### src/rtl/myuart_pkg.sv
// myuart_pkg: shared encodings and helpers for the myuart transmit path.
// Parity support is gated by MYUART_TX_PARITY_EN.
package myuart_pkg;

  typedef enum logic [1:0] {
    PAR_NONE = 2'b00,
    PAR_ODD  = 2'b01,
    PAR_EVEN = 2'b10
  } par_t;

  typedef enum logic [1:0] {
    STOP_1   = 2'b00,
    STOP_1P5 = 2'b01,
    STOP_2   = 2'b10
  } stop_t;

  typedef enum logic [2:0] {
    ST_IDLE,
    ST_START,
    ST_DATA,
    ST_PARITY,
    ST_STOP
  } state_t;

  localparam logic [3:0] DATA_MIN = 4'd5;
  localparam logic [3:0] DATA_MAX = 4'd8;

  function automatic logic [3:0] clamp_bits(
    input logic [3:0] n
  );
    if (n < DATA_MIN) return DATA_MIN;
    if (n > DATA_MAX) return DATA_MAX;
    return n;
  endfunction

  function automatic logic [7:0] data_mask(
    input logic [3:0] n
  );
    logic [7:0] m;
    case (n)
      4'd5:    m = 8'h1f;
      4'd6:    m = 8'h3f;
      4'd7:    m = 8'h7f;
      default: m = 8'hff;
    endcase
    return m;
  endfunction

endpackage

### src/rtl/myuart_tx_if.sv
// myuart_tx_if: transmit request handshake between
// the register block (master) and the serializer (slave).
interface myuart_tx_if;
  logic       shoot_i;
  logic [7:0] datatx_i;
  logic       busytx_o;

  modport master (
    output shoot_i,
    output datatx_i,
    input  busytx_o
  );

  modport slave (
    input  shoot_i,
    input  datatx_i,
    output busytx_o
  );
endinterface

### src/rtl/myuart_baud_gen.sv
// myuart_baud_gen: one-cycle tick every div_i clocks.
// clear_i restarts the count so the first tick is a full period away.
module myuart_baud_gen #(
  parameter int DIV_W = 16
) (
  input  logic             clk_i,
  input  logic             rst_n_i,
  input  logic             clear_i,
  input  logic [DIV_W-1:0] div_i,
  output logic             tick_o
);

  logic [DIV_W-1:0] cnt_q;

  assign tick_o = (cnt_q == div_i - DIV_W'(1));

  always_ff @(posedge clk_i or negedge rst_n_i) begin
    if (!rst_n_i) begin
      cnt_q <= '0;
    end else if (clear_i || tick_o) begin
      cnt_q <= '0;
    end else begin
      cnt_q <= cnt_q + DIV_W'(1);
    end
  end

endmodule

### src/rtl/myuart_tx.sv
// myuart_tx: UART frame serializer (start, 5-8 data, parity, stop).
// Define MYUART_TX_PARITY_EN to build the parity bit and PARITY state.
module myuart_tx
  import myuart_pkg::*;
#(
  parameter int DIV_W = 16,
  parameter int OVS_W = 8
) (
  input  logic             clk_i,
  input  logic             rst_n_i,
  myuart_tx_if.slave       tx_if,
  input  logic [3:0]       data_bit_num_i,
  input  logic [1:0]       parity_type_i,
  input  logic [1:0]       stop_bit_num_i,
  input  logic [DIV_W-1:0] divisor_i,
  input  logic [OVS_W-1:0] oversample_rate_i,
  output logic             txd_o
);

  state_t           state_q, state_d;
  logic [7:0]       sh_q;
  logic [3:0]       n_q;
  logic [2:0]       bcnt_q;
  logic [1:0]       stop_q;
  logic [DIV_W-1:0] d_q;
  logic [OVS_W-1:0] r_q;
  logic [OVS_W:0]   ph_q, lim, r_ext;
  logic             txd_q, txd_d;
  logic             tick, accept, bit_end, last_bit;
  logic             par_on, pbit;
  logic [3:0]       n_acc;

  assign accept   = (state_q == ST_IDLE) && tx_if.shoot_i;
  assign n_acc    = clamp_bits(data_bit_num_i);
  assign last_bit = ({1'b0, bcnt_q} == n_q - 4'd1);
  assign r_ext    = {1'b0, r_q};
  assign bit_end  = tick && (ph_q == lim - (OVS_W+1)'(1));

  assign tx_if.busytx_o = (state_q != ST_IDLE);
  assign txd_o          = txd_q;

`ifdef MYUART_TX_PARITY_EN
  logic [1:0] par_q;
  logic       pbit_q, pbit_acc, ones_odd;

  assign ones_odd = ^(tx_if.datatx_i & data_mask(n_acc));
  assign pbit_acc = (parity_type_i == PAR_EVEN) ? ones_odd : ~ones_odd;
  assign par_on   = (par_q == PAR_ODD) || (par_q == PAR_EVEN);
  assign pbit     = pbit_q;

  always_ff @(posedge clk_i or negedge rst_n_i) begin
    if (!rst_n_i) begin
      par_q  <= PAR_NONE;
      pbit_q <= 1'b0;
    end else if (accept) begin
      par_q  <= parity_type_i;
      pbit_q <= pbit_acc;
    end
  end
`else
  logic unused_par;

  assign unused_par = ^parity_type_i;
  assign par_on     = 1'b0;
  assign pbit       = 1'b1;
`endif

  // stop length is counted in ticks, so 1.5 bits is R + R/2
  always_comb begin
    lim = r_ext;
    if (state_q == ST_STOP) begin
      case (stop_q)
        STOP_1:   lim = r_ext;
        STOP_1P5: lim = r_ext + (r_ext >> 1);
        default:  lim = r_ext << 1;
      endcase
    end
  end

  myuart_baud_gen #(
    .DIV_W (DIV_W)
  ) u_baud (
    .clk_i   (clk_i),
    .rst_n_i (rst_n_i),
    .clear_i (accept),
    .div_i   (d_q),
    .tick_o  (tick)
  );

  always_ff @(posedge clk_i or negedge rst_n_i) begin
    if (!rst_n_i) begin
      state_q <= ST_IDLE;
    end else begin
      state_q <= state_d;
    end
  end

  always_comb begin
    state_d = state_q;
    txd_d   = 1'b1;
    unique case (state_q)
      ST_IDLE:
        if (accept) state_d = ST_START;
      ST_START:
        if (bit_end) state_d = ST_DATA;
      ST_DATA:
        if (bit_end && last_bit)
          state_d = par_on ? ST_PARITY : ST_STOP;
`ifdef MYUART_TX_PARITY_EN
      ST_PARITY:
        if (bit_end) state_d = ST_STOP;
`endif
      ST_STOP:
        if (bit_end) state_d = ST_IDLE;
      default:
        state_d = ST_IDLE;
    endcase
    // txd is registered, so decode it from the upcoming state
    case (state_d)
      ST_START:  txd_d = 1'b0;
      ST_DATA:   txd_d = (state_q == ST_DATA && bit_end)
                         ? sh_q[1] : sh_q[0];
      ST_PARITY: txd_d = pbit;
      default:   txd_d = 1'b1;
    endcase
  end

  always_ff @(posedge clk_i or negedge rst_n_i) begin
    if (!rst_n_i) begin
      txd_q  <= 1'b1;
      sh_q   <= '0;
      n_q    <= '0;
      bcnt_q <= '0;
      stop_q <= '0;
      d_q    <= '0;
      r_q    <= '0;
      ph_q   <= '0;
    end else begin
      txd_q <= txd_d;
      if (accept) begin
        sh_q   <= tx_if.datatx_i;
        n_q    <= n_acc;
        stop_q <= stop_bit_num_i;
        d_q    <= (divisor_i == '0) ? DIV_W'(1) : divisor_i;
        r_q    <= (oversample_rate_i == '0) ? OVS_W'(1)
                                            : oversample_rate_i;
        bcnt_q <= '0;
        ph_q   <= '0;
      end else if (bit_end) begin
        ph_q <= '0;
        if (state_q == ST_DATA) begin
          sh_q   <= sh_q >> 1;
          bcnt_q <= bcnt_q + 3'd1;
        end
      end else if (tick) begin
        ph_q <= ph_q + (OVS_W+1)'(1);
      end
    end
  end

endmodule

### src/flat_wrapper.sv
// flat-port wrapper written by rule: the top's interface ports become plain ports
module myuart_tx_flat import myuart_pkg::*;
#(
  parameter int DIV_W = 16,
  parameter int OVS_W = 8
)
  (clk_i, rst_n_i, data_bit_num_i, parity_type_i, stop_bit_num_i, divisor_i, oversample_rate_i, txd_o, tx_if_shoot_i, tx_if_datatx_i, tx_if_busytx_o);
  myuart_tx_if tx_if_i ();
  input  logic clk_i;
  input  logic rst_n_i;
  input  logic [3:0] data_bit_num_i;
  input  logic [1:0] parity_type_i;
  input  logic [1:0] stop_bit_num_i;
  input  logic [DIV_W-1:0] divisor_i;
  input  logic [OVS_W-1:0] oversample_rate_i;
  output logic txd_o;
  input wire logic [$bits(tx_if_i.shoot_i)-1:0] tx_if_shoot_i;
  input wire logic [$bits(tx_if_i.datatx_i)-1:0] tx_if_datatx_i;
  output wire logic [$bits(tx_if_i.busytx_o)-1:0] tx_if_busytx_o;
  assign tx_if_i.shoot_i = tx_if_shoot_i;
  assign tx_if_i.datatx_i = tx_if_datatx_i;
  assign tx_if_busytx_o = tx_if_i.busytx_o;
  myuart_tx #(.DIV_W(DIV_W), .OVS_W(OVS_W)) u_core (.clk_i(clk_i), .rst_n_i(rst_n_i), .tx_if(tx_if_i), .data_bit_num_i(data_bit_num_i), .parity_type_i(parity_type_i), .stop_bit_num_i(stop_bit_num_i), .divisor_i(divisor_i), .oversample_rate_i(oversample_rate_i), .txd_o(txd_o));
endmodule
### config.mk
export PLATFORM = sky130hd
export DESIGN_NAME = myuart_tx_flat
export DESIGN_NICKNAME = d
export VERILOG_FILES = /design/src/rtl/myuart_pkg.sv /design/src/rtl/myuart_tx_if.sv /design/src/rtl/myuart_baud_gen.sv /design/src/rtl/myuart_tx.sv /design/src/flat_wrapper.sv
export SDC_FILE = /design/constraint.sdc
export NUM_CORES = 1
export LEC_CHECK = 0
export CORE_MARGIN = 10
export CORE_UTILIZATION = 60
export CTS_CLUSTER_SIZE = 12
export DETAILED_ROUTE_END_ITERATION = 7
export HOLD_SLACK_MARGIN = 0.03
export PLACE_DENSITY = 0.89
export SETUP_SLACK_MARGIN = 0.2
export SLEW_MARGIN = 10
export SYNTH_ARGS = -nofsm -noshare
export SYNTH_HDL_FRONTEND = slang
export SYNTH_SLANG_ARGS = --single-unit
### constraint.sdc
create_clock -name clk_i -period 5.22 [get_ports clk_i]
set_input_delay 0.522 -clock clk_i [delete_from_list [all_inputs] [get_ports clk_i]]
set_output_delay 0.522 -clock clk_i [all_outputs]
set_load 0.1 [all_outputs]
==> impl_metrics.csv <==
group,metric,value,unit
yosys,syn-num-nets,612,
timing,period_minus_slack,4150,ps
worst_setup_path,cp.required,5490,ps
yosys,synth_top_family_by_area,"simple AND/OR/NAND/NOR gates",
grt,grt_max_degree,71,
final_layout,multi_input_area,0.00276,mm^2
yosys,avgSynthCellArea,8.42,um^2
worst_setup_path,reg2reg_depth,13,
route,drtAntennaViolNets,0,
yosys,synthTopCellsByArea,"dfrtp_1 (37%), nand2_1 (7.2%), xnor2_1 (5.6%), o21ai_0 (4.4%), xor2_1 (3.9%)",
power,switchingPower,808,uW
floorplanning,die_h,108,um
grt,grt_pass1_wl,20300,um
worst_setup_path,path_cells,"ha_1 > inv_1 > fa_1 > nor2b_1 > o22ai_1 > mux2i_1 > nor4_1 > and3_1 > xnor2_1 > o221ai_1 > a211o_1 > or4_1 > a21oi_1",
floorplanning,rows,32,
final_layout,fin_cells,696,
final_layout,syn_to_final_growth,14.2,%
route,drt_pass1_iterations,5,
yosys,post-synth-top-area-cell,"dfrtp_1",
grt,first_global_vias,4242,
yosys,synthDistinctLibCells,68,
grt,grt_overflow_total,0,
power,peakVddDrop,0.198,mV
floorplanning,io_pins,45,
timing,worstMarginPinSlew,977,ps
power,swShare,0.401,
worst_setup_path,crit_start,"u_core.r_q[0]",
worst_setup_path,slowest_stage,"nor4_1",
power,p_clk_frac,0.190,
timing,setup-tns-final,0,ps
final_layout,nNetsFinal,648,
clock_network,numCtsBuffers,9,
placement,dp_cells,681,
clock_network,cts_root_buf,"clkbuf_8",
worst_setup_path,critPathArrivalTime,4420,ps
floorplanning,die_area,0.0117,mm^2
placement,dp_hpwl,8650,um
yosys,netlist_instances,554,
yosys,muxShareOfSynthArea,0.0110,
yosys,synth_enable_flop_cells,0,
yosys,synthAdderAreaFrac,0.0418,
route,routed_wl,12000,um
worst_setup_path,timing.rr.end,"u_core.bcnt_q[2]",
worst_setup_path,crit_path_end_kind,"register",
clock_network,cts.sinks,70,
power,comb_power_share,0.405,
worst_setup_path,crit_type,"reg -> reg",
floorplanning,start_util,0.610,
outcome,status,"finished clean",
power,power.internal,1.21,mW
route,wire_per_inst,17.3,um
power,seq_power_share,0.405,
floorplanning,die_x,108,um
final_layout,final_cell_mix,"nand2_1 (90), dfrtp_1 (69), nor2_1 (48)",
worst_setup_path,crit_fanout,14,
clock_network,path_clk_slew,80,ps
yosys,netlist.area_leader.share,0.370,
grt,grt_use_total,0.211,
yosys,synth-async-reset-ratio,1.00,
route,remaining_drc_errors,0,
worst_setup_path,max_stage_delay,690,ps
worst_setup_path,rrSetupSlack,1070,ps
clock_network,cts_max_level,3,
floorplanning,core,0.00765,mm^2
yosys,synth-compound-area-share,0.167,
clock_network,clock_path_buffers,2,
hold_path,hp-class,"in -> async",
clock_network,cts_tree,"built",
yosys,ys_seq_elements,70,
timing,final-hold-violation-count,0,
route,vias,4292,
clock_network,cts_resized,0,
yosys,yosys_warnings,0,
worst_setup_path,r2r_start,"u_core.r_q[0]",
final_layout,seq_area,0.00175,mm^2
worst_setup_path,crit_path_start_kind,"register",
timing,finalCritPeriodShare,0.796,
timing,setup_viol,0,
clock_network,insertion_delay,350,ps
final_layout,fillerInstances,576,
placement,place.gp.congestion,0.915,
timing,drv_slew,0,
job,maxCapViolCount,0,
yosys,synth-seq-area-share,0.376,
route,drtIter0Drc,304,
yosys,synthSimpleGateAreaFrac,0.277,
yosys,syn-cell-area,0.00467,mm^2
final_layout,antenna_cells,0,
timing,fin_skew,18.7,ps
yosys,ys.flop_type,"dfrtp_1",
clock_network,cts_hold_buf,0,
final_layout,final_common_cell,"nand2_1",
clock_network,post-cts-setup-buffer-count,0,
timing,fmax,241,MHz
grt,antenna_found_initial,0,
power,powerDensity,378,mW/mm^2
final_layout,drive_above_1_share,0.0623,
timing,rsz0062_at_grt,"no",
yosys,synth_xor_area_frac,0.0957,
placement,io_buffers,42,
route,via_per_inst,6.17,
power,p_leak,2.19,nW
timing,max_slew_margin,0.347,
power by group through the flow:
stage	clock network [mW]	logic, mW	registers (mW)
global placement	0	0.746	0.811
global route	0.413	0.902	0.836
CTS	0.389	0.806	0.813
floorplan	0	0.632	0.765
detailed placement	0	0.796	0.822
finish	0.382	0.816	0.817
through the flow:
step	power [mW]	utilization	hold slack, ps	cell area (um^2)	worst slack (ps)
2_1_floorplan	1.40	-	226	4670	1700
3_3_place_gp	1.56	0.675	487	5160	1290
3_5_place_dp	1.62	0.675	497	5160	1190
4_1_cts	2.01	0.697	411	5330	1140
5_1_grt	2.15	0.697	444	5330	694
6_report	2.02	0.697	376	5330	1070
layout make-up:
| cell class | count | area share |
|---|---|---|
| multi-input combinational | 444 | 0.518 |
| clock inverter | 3 | 0.00399 |
| inverter | 18 | 0.0127 |
| clock buffer | 12 | 0.0272 |
| timing repair buffer | 47 | 0.0850 |
| sequential | 70 | 0.329 |
| tap | 102 | 0.0239 |
how the worst max path moves through the flow:
stage          depth (start not counted)          endpoint  slack (ps)
2_1_floorplan                         11    u_core.sh_q[2]        1700
3_3_place_gp                          13    u_core.sh_q[6]        1290
3_5_place_dp                          13    u_core.sh_q[6]        1190
4_1_cts                               13  u_core.bcnt_q[2]        1140
5_1_grt                               13    u_core.sh_q[4]         690
6_report                              13  u_core.bcnt_q[2]        1070
critical path: cells and delay by family, from the launching register on:
kind / cells / cell delay, ps
multiplexers: 1 / 150
AO/OA/AOI/OAI: 4 / 990
adder cells (fa/ha/maj): 2 / 600
buffers and inverters: 1 / 50
AND/OR/NAND/NOR: 4 / 1650
flip-flops: 1 / 440
XOR/XNOR: 1 / 170
routing by layer:
layer / wire length (um) / global-route usage / up-vias
li1: - / - / 2049
met1: 4920 / 0.263 / 2025
met2: 5970 / 0.348 / 189
met3: 814 / 0.0410 / 29
met4: 330 / 0.0887 / 0
met5: 0 / 0 / -
logic make-up after synthesis:
family	count (synthesis)
xor gates and xnor gates	51
AOI/OAI and AO/OA	116
buffers and inverters	40
and+or+nand+nor	257
DFF	70
adders and majority gates	15
muxes	5
Yosys cell counts, drive strengths merged (2+ instances only):
cell type and instances:
nand3 27, nand2b 4, and3 7, o32ai 2, nor3b 5, a211oi 5
a21o 4, or4b 2, o21ai 41, a22oi 2, a211o 2, a21oi 12
xnor2 30, nor2b 10, nand4b 2, clkbuf 19, o22ai 2, nor4 8
mux2i 4, a31oi 11, or4 5, nand3b 2, o221a 4, or3b 2
inv 18, dfrtp 69, o31a 2, a32o 2, nor3 16, o211ai 7
and4 2, o2111ai 2, o31ai 5, xor2 21, or3 9, or2 3
nor2 48, nand4 4, and2 7, ha 14, nand2 90, buf 3
registers in the layout, indices dropped and copies added, names as in the netlist:
name / count
u_core.state_q: 3
u_core.stop_q: 2
u_core.txd_o: 1
u_core.ph_q: 9
u_core.sh_q: 8
u_core.r_q: 8
u_core.d_q: 16
u_core.bcnt_q: 3
u_core.u_baud.cnt_q: 16
u_core.n_q: 4
No activity file was read; power rests on OpenSTA's default activity.
